**config.mk**
```make
export PLATFORM = sky130hd
export DESIGN_NAME = store_addr_buf
export DESIGN_NICKNAME = d
export VERILOG_FILES = /design/src/rtl/store_addr_buf.sv
export SDC_FILE = /design/constraint.sdc
export NUM_CORES = 1
export LEC_CHECK = 0
export CORE_UTILIZATION = 45
export DETAILED_ROUTE_END_ITERATION = 16
export PLACE_DENSITY = 0.79
export SYNTH_ARGS = -nofsm -noshare
export SYNTH_HDL_FRONTEND = slang
export SYNTH_SLANG_ARGS = --single-unit
```
**constraint.sdc**
```tcl
create_clock -name clk -period 3.3 [get_ports clk]
set_clock_uncertainty 0.1 [all_clocks]
set_input_delay 0.33 -clock clk [delete_from_list [all_inputs] [get_ports clk]]
set_output_delay 0.33 -clock clk [all_outputs]
set_load 0.02 [all_outputs]
```
**src/rtl/store_addr_buf.sv**
```systemverilog
// Four-entry FIFO store buffer with youngest-match load forwarding.
// Entries drain in order to the D-cache port; loads search all pending stores combinationally.

module cmp32 (
   input  logic [31:0] a,
   input  logic [31:0] b,
   output logic        eq
);
   assign eq = (a == b);
endmodule

module store_addr_buf #(
   parameter int DEPTH = 4
) (
   input  logic                     clk,
   input  logic                     rst_aL,
   input  logic                     enq_valid,
   input  logic [31:0]              enq_addr,
   input  logic [31:0]              enq_data,
   output logic                     enq_ready,
   output logic                     deq_valid,
   output logic [31:0]              deq_addr,
   output logic [31:0]              deq_data,
   input  logic                     deq_ready,
   input  logic [31:0]              ld_addr,
   output logic                     ld_hit,
   output logic [31:0]              ld_data,
   output logic [$clog2(DEPTH):0]   count
);
   localparam int PW = $clog2(DEPTH);
   localparam int CW = PW + 1;

   logic [31:0]      addr_mem [DEPTH];
   logic [31:0]      data_mem [DEPTH];
   logic [DEPTH-1:0] valid_reg;
   logic [PW-1:0]    head_reg;
   logic [PW-1:0]    tail_reg;
   logic [CW-1:0]    count_reg;
   logic [CW-1:0]    count_next;
   logic             full_reg;
   logic             enq_fire;
   logic             deq_fire;
   logic [DEPTH-1:0] addr_eq;
   logic [DEPTH-1:0] match;
   logic [PW-1:0]    age_idx;

   // enq_ready comes only from a register so deq_ready never reaches it combinationally
   assign enq_ready = !full_reg;
   assign deq_valid = (count_reg != '0);
   assign enq_fire  = enq_valid && !full_reg;
   assign deq_fire  = deq_valid && deq_ready;
   assign deq_addr  = addr_mem[head_reg];
   assign deq_data  = data_mem[head_reg];
   assign count     = count_reg;

   always_comb begin
      count_next = count_reg;
      if (enq_fire && !deq_fire) begin
         count_next = count_reg + CW'(1);
      end else if (deq_fire && !enq_fire) begin
         count_next = count_reg - CW'(1);
      end
   end

   always_ff @(posedge clk or negedge rst_aL) begin
      if (!rst_aL) begin
         head_reg  <= '0;
         tail_reg  <= '0;
         count_reg <= '0;
         full_reg  <= 1'b0;
         valid_reg <= '0;
      end else begin
         if (deq_fire) begin
            valid_reg[head_reg] <= 1'b0;
            head_reg            <= head_reg + PW'(1);
         end
         if (enq_fire) begin
            valid_reg[tail_reg] <= 1'b1;
            tail_reg            <= tail_reg + PW'(1);
         end
         count_reg <= count_next;
         full_reg  <= (count_next == CW'(DEPTH));
      end
   end

   always_ff @(posedge clk) begin
      if (enq_fire) begin
         addr_mem[tail_reg] <= enq_addr;
         data_mem[tail_reg] <= enq_data;
      end
   end

   generate
      for (genvar gi = 0; gi < DEPTH; gi++) begin : g_cmp
         cmp32 u_cmp (
            .a  (addr_mem[gi]),
            .b  (ld_addr),
            .eq (addr_eq[gi])
         );
         assign match[gi] = valid_reg[gi] & addr_eq[gi];
      end
   endgenerate

   // Walk entries oldest-to-youngest from head; a later match overrides, so the youngest wins
   always_comb begin
      ld_hit  = 1'b0;
      ld_data = '0;
      age_idx = '0;
      for (int k = 0; k < DEPTH; k++) begin
         age_idx = head_reg + PW'(k);
         if (match[age_idx]) begin
            ld_hit  = 1'b1;
            ld_data = data_mem[age_idx];
         end
      end
   end
endmodule

```
[After elaboration in Yosys (flattened, before gate mapping)]
Memories as Yosys holds them, arrays and structs flattened.
Cells that the tools add are included.
Storage, ports and cells
  register bits after elaboration: 12
  RAM bits: 256
  bits of input ports: 100
  output and inout bits: 102
  logic and storage cells: 68
  memories kept: 2
Cells by class
  add/subtract/negate cells: 6
  $lt $le $gt $ge: 7
  eq/ne operators: 5
  mux-type cells: 26
  bitwise operators: 7
  reductions and logical operators: 10
Memories
  addr_mem: depth 4, bits a word 32, read ports 5, clocked after Yosys merged registers in 0, write ports 1, RTL line 33  | logic [31:0] addr_mem [DEPTH];
  data_mem: depth 4, bits a word 32, read ports 4, clocked after Yosys merged registers in 0, write ports 1, RTL line 34  | logic [31:0] data_mem [DEPTH];
Operator list (number)
  $eq A32 B32 Y1: 4
  $mux W32: 4
  $lt A2 B3 Y1 const B: 5
  $mux W1: 12
  $bmux W1 S2: 4
  $mux W4: 2
  $logic_and A1 B1 Y1: 6
  $mux W3: 2
  $add A2 B1 Y2 const B: 2
  $add A2 B2 Y2 const B: 2
  $and A1 B1 Y1: 4
  $and A4 B4 Y4: 1
  $demux W1 S2: 2
  $ge A2 B1 Y1 const B: 2
  $not A4 Y4: 1
  $or A4 B4 Y4: 1
  $add A3 B1 Y3 const B: 1
  $eq A3 B3 Y1 const B: 1
  $logic_not A1 Y1: 3
  $reduce_bool A3 Y1: 1
  $sub A3 B1 Y3 const B: 1

[Logic depth before layout (Yosys ltp)]
  depth after elaboration: 9
  gate-level depth with buffers: 12
  mapped depth without buffers: 8

[Cells and area by module]
A second synthesis with hierarchy kept.
Second synthesis, totals
  cells, all modules: 864
  area, all modules: 14802.9 um2
Modules (own cells, without submodules)
  store_addr_buf: instances 1, cells each 692, area an instance 13416.6 um2, sequential area each 7987.7 um2
  cmp32: instances 4, cells each 43, area an instance 346.6 um2, sequential area each 0.0 um2

[Least setup slack after synthesis]
No wires, ideal clock.
  path kind: reg-to-output
  from: reg head_reg[0]
  to: out ld_data[10]
  arrival: 2.731 ns
  required time: 2.870 ns
  setup slack: 0.139 ns
  stages on the path, launching flop included: 11
  path buffers: 5
  cell sequence: dfrtp_1 buf_2 clkinv_1 ha_1 buf_2 buf_2 buf_2 clkbuf_1 mux4_2 nand2_1 a32oi_1
On the way
  elaborated cells on any way between the ends: 16
  those cells by class: add/sub (3); mux (12); memory (1)
RTL lines
  from (decl): RTL line 36  | logic [PW-1:0] head_reg;
  from (signal assigned): RTL line 75  | head_reg <= head_reg + PW'(1);
  $add A2 B2 Y2 (*): RTL line 110  | age_idx = head_reg + PW'(k);
  via age_idx[0]: RTL line 45  | logic [PW-1:0] age_idx;
  $bmux W1 S2: RTL line 111  | if (match[age_idx]) begin
  $mux W1 (not written as such): RTL line 111
  $mux W32 (*): RTL line 111
  to (decl): RTL line 27  | output logic [31:0] ld_data,
The timed path passes the listed nets; every way through them passes the cells marked *. The select of a mux whose other input is x is not followed.

[Final worst setup path]
  from: in ld_addr[6]
  to: out ld_data[19]
On the way
  longest elaborated chain between the ends: 8
  elaborated cells on any way between the ends: 20
  those cells by class: eq/ne (4); mux (12); bitwise (4)
Ends and longest elaborated chain
  from (decl): RTL line 25  | input logic [31:0] ld_addr,
  $eq A32 B32 Y1: RTL line 9  | assign eq = (a == b);
  $and A1 B1 Y1: RTL line 100  | assign match[gi] = valid_reg[gi] & addr_eq[gi];
  $bmux W1 S2: RTL line 111
  $mux W1 (not written as such): RTL line 111
  $mux W32 (3 in series): RTL line 111
  $mux W32 (*): RTL line 111
Mark *: on every way between the ends. The rest lies on a longest branch, timed or not. The select of a mux whose other input is x is not followed.

==> summary.md <==
| Metric | Value |
|---|---|
| Initial DRC Count | 1304 |
| CP dominant cell by count | nand4_1 |
| Number of enable flip-flop cells after synthesis | 256 |
| Fin. Hold Viols | 0 |
| Worst EP required | 2.87 ns |
| DRC viols | 0 |
| TritonCTS clock tree | yes |
| Final setup violation count | 33 |
| Ys flop type | edfxtp_1 |
| Layout Area Growth over Synthesis | 33.6% |
| Post-detail-place hpwl | 27100 µm |
| WS Path Type | input pin to output pin |
| Max Root-Sink Buffers | 3 |
| Top-count cell post-synth | edfxtp_1 |
| Synth Cell Area | 0.0146 mm² |
| Cell taking the most area after synthesis | edfxtp_1 |
| Sum Neg Setup Slack | -7.77 ns |
| Yosys warns | 0 |
| Initial antenna violation count | 1 |
| Initial core utilization | 0.461 |
| Highest metal used | met5 |
| Leak | 6.50 nW |
| Cell chain of the critical path | clkdlybuf4s50_1 > xnor2_1 > nand4_1 > nor4_4 > buf_4 > nand4_1 > nand4_1 > nor2_4 > buf_6 > a32oi_4 > buf_6 |
| Final nets | 1332 |
| Fin util | 0.616 |
| Total global routing overflow | 0 |
| Yosys reg bits | 268 |
| Worst Path Arrival | 3.16 ns |
| Vias in the first global route | 10614 |
| Worst VDD drop | 0.000874 V |
| WL met1 | 15900 µm |
| CP Launch Type | input pin |
| Syn Nets | 1076 |
| Core Area | 0.0317 mm² |
| Die X | 182 µm |
| Netlist cell types | 39 |
| Post-synth top area share | 0.526 |
| CTS Root Cell | clkbuf_16 |
| Final Critical Period | 3.59 ns |
| Max-cap violation count | 0 |
| Most frequent cells after synthesis | 256 x edfxtp_1, 128 x mux4_2, 117 x xnor2_1 |
| Status | complete, but fails checks |
| Placer congestion estimate | 0.873 |
| CP peak stage delay | 0.55 ns |
| Pwr per Cell Area | 784 mW/mm² |
| Fmax | 278 MHz |
| Syn avg cell area | 15.1 µm² |
| Drt pass-1 iters | 5 |
| Latest clock arrival within the worst-skew pair | 0.53 ns |
| Critical path endpoint category | output pin |
| Via density | 6.56 |
| Clock Sinks | 268 |
| Ratio of cells with drive above 1 in the final layout | 0.319 |
| Post-synthesis sequential area ratio | 0.547 |
| Worst slew pin tran | 0.539 ns |
| Worst setup margin | -0.293 ns |
| Wire length of the first global-routing pass | 64000 µm |
| Row cnt | 65 |
| Failing checks | setup timing |
| Routed wire length | 44200 µm |
| # fillers | 2243 |
| Num CTS Buffers | 29 |
| Wire length on met3 | 4680 µm |
| Detail Route Antenna Nets | 0 |
| Routed wire per std cell | 26.8 µm |
| Diode count | 0 |
| Hold slack | 0.0489 ns |
| Die area | 0.0332 mm² |
| Die Ht | 182 µm |
| Worst hold-check path type | input pin to async pin |
| WL met2 | 22100 µm |
| CP max stage cell | clkdlybuf4s50_1 |
| Cts hold-fix bufs | 0 |
| Largest cells by area after synthesis | edfxtp_1 53%, mux4_2 20%, xnor2_1 7.0%, o22ai_1 2.7%, dfrtp_1 2.1% |
| Pre-CTS setup slack | -0.887 ns |
| H-tree depth | 1 |
| Max-slew headroom | 0.640 |
| Total GRT Usage | 0.254 |
| Ys async rst share | 0.0448 |
| Post-Syn Instances | 965 |
| Crit-path max FO | 8 |
| Via Count | 10794 |
| Pin count of the biggest net entering global routing | 65 |
| Period utilization | 1.09 |
| Worst-path clk slew | 0.06 ns |
| IO Pins | 202 |
| Fin. max-slew vios | 0 |
| RSZ-0062 raised after global routing | true |
| PortBufs | 201 |
==> cell families (layout without fill, tap and decap cells) <==
logic type / after synthesis / in the layout / share of synthesized area
DFF: 268 / 268 / 0.547
and+or+nand+nor: 222 / 222 / 0.0816
xor gates and xnor gates: 133 / 133 / 0.0797
muxes: 128 / 128 / 0.197
AOI/OAI and AO/OA: 108 / 108 / 0.0538
buffers and inverters: 93 / 371 / 0.0304
adders and majority gates: 13 / 13 / 0.0108
==> what timing repair did <==
item                                    in CTS  in global routing
gates cloned                                11                  2
pin swaps                                   35                 30
endpoints found under the setup margin      84                 48
setup buffers                               15                  5
hold endpoints to repair                     0                  0
gates resized for setup                    237                 98
==> worst max-delay path: cells and delay by family <==
family,cells,cell delay (ns)
and+or+nand+nor,5,1.14
xor gates and xnor gates,1,0.34
buffers and inverters,4,1.05
AOI/OAI and AO/OA,1,0.29
==> layout make-up <==
| class | count | area (µm²) | area share |
|---|---|---|---|
| flip-flops and latches | 268 | 8000 | 0.409 |
| multi-input cells | 604 | 6860 | 0.351 |
| repair buffers | 311 | 3290 | 0.169 |
| clock buffers | 37 | 756 | 0.0387 |
| well taps | 402 | 503 | 0.0258 |
| clock inverters | 16 | 103 | 0.00525 |
| inverters | 7 | 26.3 | 0.00135 |
==> final timing paths <==
check                        startpoint         endpoint  slack (ns)  depth (start not counted)
max                          ld_addr[6]      ld_data[19]       -0.29                         11
min                              rst_aL     valid_reg[2]        0.05                          1
max reg2reg                 head_reg[0]     valid_reg[3]        1.34                          5
min reg2reg                valid_reg[2]     valid_reg[2]        0.39                          1
max in group asynchronous        rst_aL      head_reg[0]        2.65                          1
min in group clk           enq_addr[21]  addr_mem[1][21]        0.33                          1
==> cell usage in the layout (no fill, tap or decap), types with 22 or more instances in the layout <==
master,instances
buf_4,85
buf_6,26
clkbuf_16,33
clkdlybuf4s50_1,163
edfxtp_1,256
mux4_2,128
nand2_1,70
nand3_1,22
nand4_1,41
o22ai_1,55
or3_1,27
xnor2_1,105
==> report_power, final <==
| group | internal, mW | switching [mW] |
|---|---|---|
| Clock | 1.69 | 1.30 |
| Combinational | 3.72 | 3.67 |
| Sequential | 4.48 | 0.459 |
==> layer usage <==
layer | global-route usage | up-vias
met5 | 0 | -
met4 | 0.0817 | 2
li1 | - | 4447
met2 | 0.425 | 789
met3 | 0.0563 | 113
met1 | 0.330 | 5443
==> stage by stage <==
step | cells | total power, mW | cell area [µm²]
CTS | 1643 | 15.1 | 19000
global placement | 1564 | 11.9 | 17500
global route | 1645 | 15.9 | 19500
floorplan | 965 | 9.47 | 14600
detailed placement | 1564 | 12.0 | 17500
finish | 1645 | 15.3 | 19500
(Power assumes the default switching activity.)
==> RTL change, RTL diff (same flow settings) <==
Register the output `count` once more, with the module's reset; this adds one clock of latency there. The other outputs are not delayed to match.
--- a/src/rtl/store_addr_buf.sv
+++ b/src/rtl/store_addr_buf.sv
@@ -51,7 +51,13 @@
    assign deq_fire  = deq_valid && deq_ready;
    assign deq_addr  = addr_mem[head_reg];
    assign deq_data  = data_mem[head_reg];
-   assign count     = count_reg;
+   always_ff @(posedge clk or negedge rst_aL) begin
+      if (!rst_aL) begin
+         count <= '0;
+      end else begin
+         count <= count_reg;
+      end
+   end
 
    always_comb begin
       count_next = count_reg;
Formal check against the unedited RTL: not equivalent (Yosys sat finds a counterexample within 4 cycles, from zero or initial values and one cycle with rst_aL low).
==> RTL change against the unedited design <==
  * The run still ends with setup timing left
  * Setup slack worse by 0.14 ns
  * Final area up 4.7%
  * Maximum frequency decreased by 3.7%
  * Wire length fell by 4.9%
  * Sequential cell count is 3 higher
  * Power up 34%
  * Area after synthesis is 6.2% higher
  * Largest power group unchanged
  * Highest routed layer unchanged
==> RTL change: results (changes against the unedited design) <==
aggregate global-route resource usage: 23.0% (-2.4 points)
violated checks: setup timing
Synth cell types: 45 (+15%)
clk_lat worst skew: 0.56 ns (+0.03 ns)
nets@finish: 1330 (-0.15%)
R2R depth: 4 (-1)
WP data arrival: 3.30 ns (+0.14 ns)
Post-Syn Nets: 1069 (-0.65%)
H-tree depth: 1 (unchanged)
first-pass GRT wire length: 62.3 mm (-2.7%)
wire per inst: 24.8 um (-7.5%)
Leak: 0.00693 uW (+6.6%)
vias per std cell: 6.16 (-6.1%)
TritonCTS Buffers: 30 (+3.4%)
worst setup margin: -0.430 ns (-0.137 ns)
reg-to-reg critical path endpoint: addr_mem[1][22]$_DFFE_PP_
post-synthesis sequential area ratio: 51.9% (-2.7 points)
synth top area cells: edfxtp_1 50%, mux4_2 23%, xnor2_1 6.5%, dfrtp_1 2.4%, nor3_2 1.9%
Fill cells: 2428 (+8.2%)
slowest stage delay, CP: 0.43 ns (-0.12 ns)
DRT iter0 DRCs: 1103 (-15%)
worst hold margin: 0.122 ns (+0.0726 ns)
Post-synth top cells: 256 x edfxtp_1, 160 x mux4_2, 115 x xnor2_1, 47 x buf_2, 37 x inv_1
Final HPWL DP: 26.7 mm (-1.4%)
share of cells above drive strength 1: 37.8% (+5.9 points)
final setup fails: 32 (-3.0%)
CP max stage cell: edfxtp_1
first drt pass iteration count: 7 (+2)
initial antenna violation count: 2 (+1)
GP Congestion: 0.854 (-2.2%)
Fin Setup TNS: -11.70 ns (-3.93 ns)
largest net degree at the start of global routing: 69 (+6.2%)
status: complete, but fails checks
Placement Setup Slack: -0.844 ns (+0.0422 ns)
-- RTL change: worst register-to-register path, stage by stage, from the launching register on --
cell     delay, ns
dfrtp_1       0.37
nor2b_1       0.12
buf_4         0.20
and2_4        0.52
buf_4         0.36
-- RTL change: report_power, final --
group	internal [uW]	leakage (uW)	switching (uW)
Sequential	4540	0.00252	433
Clock	2160	0.000502	1340
Combinational	6100	0.00390	5930
Total	12800	0.00693	7700
-- RTL change: worst max-delay path by stage --
stage | start | to | depth (start not counted)
6_report | addr_mem[0][23]$_DFFE_PP_ | ld_data[17] | 12
5_1_grt | addr_mem[0][23]$_DFFE_PP_ | ld_data[17] | 12
4_1_cts | addr_mem[0][3]$_DFFE_PP_ | ld_data[21] | 12
3_5_place_dp | ld_addr[6] | ld_data[15] | 12
3_3_place_gp | ld_addr[6] | ld_data[17] | 12
2_1_floorplan | head_reg[0]$_DFFE_PN0P_ | ld_data[10] | 9
-- RTL change: repair_timing --
item | CTS | global route
pin swaps | 16 | 31
setup buffers | 4 | 6
resized for setup | 226 | 67
cloned | 2 | 7
setup endpoints to repair | 63 | 51
-- RTL change: cell families after synthesis --
| group | share of synthesized area [%] |
|---|---|
| AOI/OAI and AO/OA | 6.79 |
| xor gates and xnor gates | 7.55 |
| adders and majority gates | 1.02 |
| buffers and inverters | 4.03 |
| DFF | 51.9 |
| muxes | 23.5 |
| and+or+nand+nor | 5.21 |
-- RTL change: final cells by class --
| class | count | area (um^2) | area share (%) |
|---|---|---|---|
| antenna | 1 | 2.50 | 0.0122 |
| clock buffer | 35 | 791 | 3.87 |
| clock inverter | 20 | 246 | 1.21 |
| inverter | 38 | 143 | 0.698 |
| multi-input combinational | 562 | 7240 | 35.4 |
| sequential | 271 | 8070 | 39.5 |
| tap | 448 | 561 | 2.74 |
| timing repair buffer | 316 | 3400 | 16.6 |
-- RTL change: through the flow --
stage / utilization (%) / area (um^2) / std cells / power, uW
CTS: 59.3 / 20000 / 1677 / 20000
global placement: 55.4 / 18700 / 1616 / 15900
detailed placement: 55.4 / 18700 / 1616 / 16000
floorplan: - / 15500 / 958 / 12100
global route: 60.7 / 20400 / 1690 / 21400
finish: 60.7 / 20400 / 1691 / 20500
-- RTL change: routing by layer --
metal / GRT usage, % / part of all wire [%] / vias up
li1: - / - / 4419
met1: 30.7 / 38 / 5337
met2: 38.4 / 50 / 566
met3: 4.34 / 8.9 / 90
met4: 6.79 / 2.8 / 4
met5: 0 / 0.067 / -
